File: src/rtl/program_mem_loader.sv
// Program memory for the 4-bit processor with a built-in sequential valid/ready loader.
// Fetches are served with one-cycle registered latency and are dropped while a load is running.
module program_mem_loader #(
  parameter int DATA_W = 4,
  parameter int ADDR_W = 4,
  parameter int DEPTH  = 16
) (
  input  logic              clk,
  input  logic              rst_n,
  input  logic              load_start_i,
  input  logic              load_valid_i,
  input  logic [DATA_W-1:0] load_data_i,
  output logic              load_ready_o,
  output logic              load_done_o,
  output logic              busy_o,
  input  logic              fetch_en_i,
  input  logic [ADDR_W-1:0] fetch_addr_i,
  output logic [DATA_W-1:0] instr_o,
  output logic              instr_valid_o
);

  typedef enum logic {IDLE, LOAD} state_e;

  localparam logic [ADDR_W-1:0] LastAddr = ADDR_W'(DEPTH - 1);

  state_e            state_q, state_d;
  logic [ADDR_W-1:0] wrPtr_q, wrPtr_d;
  logic              loadDone_q, loadDone_d;
  logic [DATA_W-1:0] instr_q, instr_d;
  logic              instrValid_q, instrValid_d;
  logic              memWe;
  logic              fetchAccept;
  logic              fetchInRange;

  logic [DATA_W-1:0] mem [DEPTH];

  always_ff @(posedge clk or negedge rst_n) begin
    if (!rst_n) begin
      state_q      <= IDLE;
      wrPtr_q      <= '0;
      loadDone_q   <= 1'b0;
      instr_q      <= '0;
      instrValid_q <= 1'b0;
    end else begin
      state_q      <= state_d;
      wrPtr_q      <= wrPtr_d;
      loadDone_q   <= loadDone_d;
      instr_q      <= instr_d;
      instrValid_q <= instrValid_d;
    end
  end

  // A restart request in LOAD takes priority over a word presented in the same cycle.
  always_comb begin
    state_d    = state_q;
    wrPtr_d    = wrPtr_q;
    loadDone_d = 1'b0;
    memWe      = 1'b0;
    unique case (state_q)
      IDLE: begin
        if (load_start_i) begin
          state_d = LOAD;
          wrPtr_d = '0;
        end
      end
      LOAD: begin
        if (load_start_i) begin
          wrPtr_d = '0;
        end else if (load_valid_i) begin
          memWe = 1'b1;
          if (wrPtr_q == LastAddr) begin
            wrPtr_d    = '0;
            state_d    = IDLE;
            loadDone_d = 1'b1;
          end else begin
            wrPtr_d = wrPtr_q + 1'b1;
          end
        end
      end
      default: state_d = IDLE;
    endcase
  end

  // Addresses beyond the populated depth read back as zero but still count as a fetch.
  always_comb begin
    load_ready_o = (state_q == LOAD);
    busy_o       = (state_q == LOAD);
    fetchAccept  = fetch_en_i && (state_q == IDLE) && !load_start_i;
    fetchInRange = (int'(fetch_addr_i) < DEPTH);
    instr_d      = instr_q;
    instrValid_d = 1'b0;
    if (fetchAccept) begin
      instr_d      = fetchInRange ? mem[fetch_addr_i] : '0;
      instrValid_d = 1'b1;
    end
  end

  always_ff @(posedge clk) begin
    if (memWe) begin
      mem[wrPtr_q] <= load_data_i;
    end
  end

  assign load_done_o   = loadDone_q;
  assign instr_o       = instr_q;
  assign instr_valid_o = instrValid_q;

endmodule

File: config.mk
export PLATFORM = sky130hd
export DESIGN_NAME = program_mem_loader
export DESIGN_NICKNAME = d
export VERILOG_FILES = /design/src/rtl/program_mem_loader.sv
export SDC_FILE = /design/constraint.sdc
export NUM_CORES = 1
export LEC_CHECK = 0
export CAP_MARGIN = 40
export CELL_PAD_IN_SITES_DETAIL_PLACEMENT = 0
export CELL_PAD_IN_SITES_GLOBAL_PLACEMENT = 2
export CORE_UTILIZATION = 45
export DETAILED_ROUTE_END_ITERATION = 10
export PLACE_DENSITY = 0.89
export SYNTH_ARGS = -nofsm -noshare
export SYNTH_HDL_FRONTEND = slang
export SYNTH_SLANG_ARGS = --single-unit
File: constraint.sdc
create_clock -name clk -period 3.45 [get_ports clk]
set_clock_uncertainty 0.15 [all_clocks]
set_input_delay 0.69 -clock clk [delete_from_list [all_inputs] [get_ports clk]]
set_output_delay 0.69 -clock clk [all_outputs]
set_load 0.01 [all_outputs]
==> key figures <==
Status
  • Outcome: finished, final reports clean

Clocking
  • CTS H-Tree Depth: 3
  • Worst-case clock buffer depth: 2
  • CTS tree: done
  • Clock root buffer: clkbuf_8
  • Hold_buf cts: 0
  • Clk slew on worst S/H paths: 70 ps
  • Clock Sink Count: 75
  • CTS buffer count: 9
  • Cts repair resizes: 0
  • Post-CTS Setup Bufs: 0
  • Clk_lat worst skew: 340 ps

Setup path
  • CP startpoint kind: input pin
  • Crit-path max FO: 15
  • Arrival time at the worst endpoint: 2660 ps
  • Critical path data required time: 3510 ps
  • WS Path Type: in -> reg
  • Worst R2R Setup Slack: 1140 ps
  • Crit. End Element: register

Timing
  • FMAX: 0.384 GHz
  • Setup ws final: 843 ps
  • RSZ-0062 raised after global routing: no
  • Slew margin rel.: 0.515
  • Final setup vio count: 0
  • Fin crit period: 2610 ps
  • Final Cycle Share: 0.756
  • Final hold violation count: 0
  • Worst-margin pin slew: 726 ps
  • Fin Setup TNS: 0 ps
  • Worst hold slack: 324 ps
  • Final Max Slew Viols: 0

Synth
  • Predominant post-synthesis flop cell: edfxtp_1
  • Synth area leader: edfxtp_1
  • Netlist cell types: 33
  • EDFF count, synth: 64
  • Synth Area per Inst: 17.5 sq um
  • Register bit total from synthesis: 75
  • Sequential cell area fraction in the yosys report: 0.705
  • Yosys top cell area share: 0.617
  • Count leader, synth: edfxtp_1
  • Synth Cell Area: 3120 sq um
  • Asr flop ratio synth: 0.147
  • Cells after synthesis: 178
  • YS warnings: 0
  • Syn_nets: 195
  • Most instantiated cells after synthesis: edfxtp_1 (64), mux2i_1 (12), and2_1 (11), dfrtp_1 (11), nand2_1 (11)
  • Top post-synthesis cells by area: edfxtp_1 (62%), dfrtp_1 (8.8%), mux4_2 (5.8%)

Pwr
  • Pwr/cell area: 466 nW/um^2
  • LEAKAGE: 1.24 nW
  • Overall power: 1.64 mW
  • Max VDD drop: 0.000245 V

Die
  • Initial Utilization: 0.477
  • Die Ht: 85.2 um
  • Boundary Pins: 21
  • Die X: 85.2 um
  • Row cnt: 29
  • Die area: 7260 sq um
  • Core ar.: 6530 sq um

Route
  • Via count: 1670
  • Initial DRC count: 172
  • DR vias/cell: 5.86
  • Final WL: 5810 um
  • DRC errors left: 0
  • Post-route ant nets: 0
  • DRT Pass-1 Iters: 4
  • DR WL/cell: 20.4 um

Min path
  • HP Class: reg -> reg

Placed design
  • RePlAce Congestion: 0.780
  • Placed Instance Area: 3380 sq um
  • DPL Wire Length: 4130 um
  • Placed instance count: 270
  • Pre-CTS WS: 474 ps
  • # port buffers: 20

Layout
  • Area growth, synth to finish: 13.2%
  • Fraction of layout cells with a size suffix above 1: 0.120
  • Final instance area: 3530 sq um
  • Ant. Diodes: 0
  • Cell Count, Final, Fillers Out: 285
  • Finished Core Util: 0.540
  • Post-layout net count: 221

Global routing
  • First-pass GRT wire length: 9220 um
  • Initial antenna violation count: 0
  • Number of global-route vias before repair: 1732
  • All-layer global routing usage: 0.178
  • Largest net degree at the start of global routing: 17
  • GRT overflow: 0

Job
  • Max Cap Viol: 0
[final cells by class]
cell class / instances / area (sq um)
Tap cell: 77 / 96.3
Inverter: 3 / 11.3
Clock inverter: 4 / 18.8
Clock buffer: 11 / 131
Fill cell: 515 / 3000
Sequential cell: 75 / 2200
Multi-Input combinational cell: 91 / 842
Timing Repair Buffer: 24 / 230
[per-layer routing]
metal	track usage	wire length [um]	vias to the layer above
met5	0	0	-
met4	0.0832	96	0
met3	0.0477	345	9
met2	0.282	2800	58
met1	0.232	2560	847
li1	-	-	756
[registers in the layout, summed over array words and instances, names as in the netlist]
register / flops
instr_o: 4
wrPtr_q: 4
mem: 64
instr_valid_o: 1
busy_o: 1
load_done_o: 1
[critical path, cell delays in order]
cell and delay [ps]:
clkdlybuf4s50_1 940, mux4_1 680, mux2i_1 210, o221ai_1 150
[where the power goes]
group	internal [mW]	switching [mW]	total (mW)
Combinational	0.0491	0.0556	0.105
Sequential	0.994	0.00590	1.00
Clock	0.251	0.289	0.540
[logic make-up (layout without fill, tap and decap cells)]
logic type               Yosys count  after routing  share of synthesized area
multiplexers                      25             25                      0.139
buffers and inverters             12             42                     0.0249
AND/OR/NAND/NOR                   49             49                     0.0863
flip-flops                        75             75                      0.705
AO/OA/AOI/OAI                     12             12                     0.0265
adder cells (fa/ha/maj)            4              4                     0.0161
XOR/XNOR                           1              1                    0.00281
[path summary, 6_finish.rpt]
kind,start,end,cells past startpoint
max in group asynchronous,rst_n,instr_o[0],1
worst min-delay path,instr_o[3],instr_o[3],2
worst max-delay path,fetch_addr_i[0],instr_o[2],4
worst min register to register,instr_o[3],instr_o[3],2
min in group asynchronous,rst_n,instr_valid_o,1
worst max register to register,busy_o,mem[7][1],3
[cells in the final DEF, fill, tap and decap left out, types with 2 or more instances in the layout]
cell type	instances
edfxtp_1	64
clkdlybuf4s50_1	20
mux2i_1	12
nand2_1	11
and2_1	11
dfrtp_1	11
clkbuf_8	9
mux4_2	8
nand3_1	5
nor2_1	5
mux4_1	5
and3_1	4
a21oi_1	4
ha_1	4
buf_4	4
nor3_1	3
inv_1	3
nand4_1	3
o221ai_1	3
clkinv_2	3
nor4_1	2
clkbuf_1	2
Note: power is estimated with default switching activity, not from simulation.
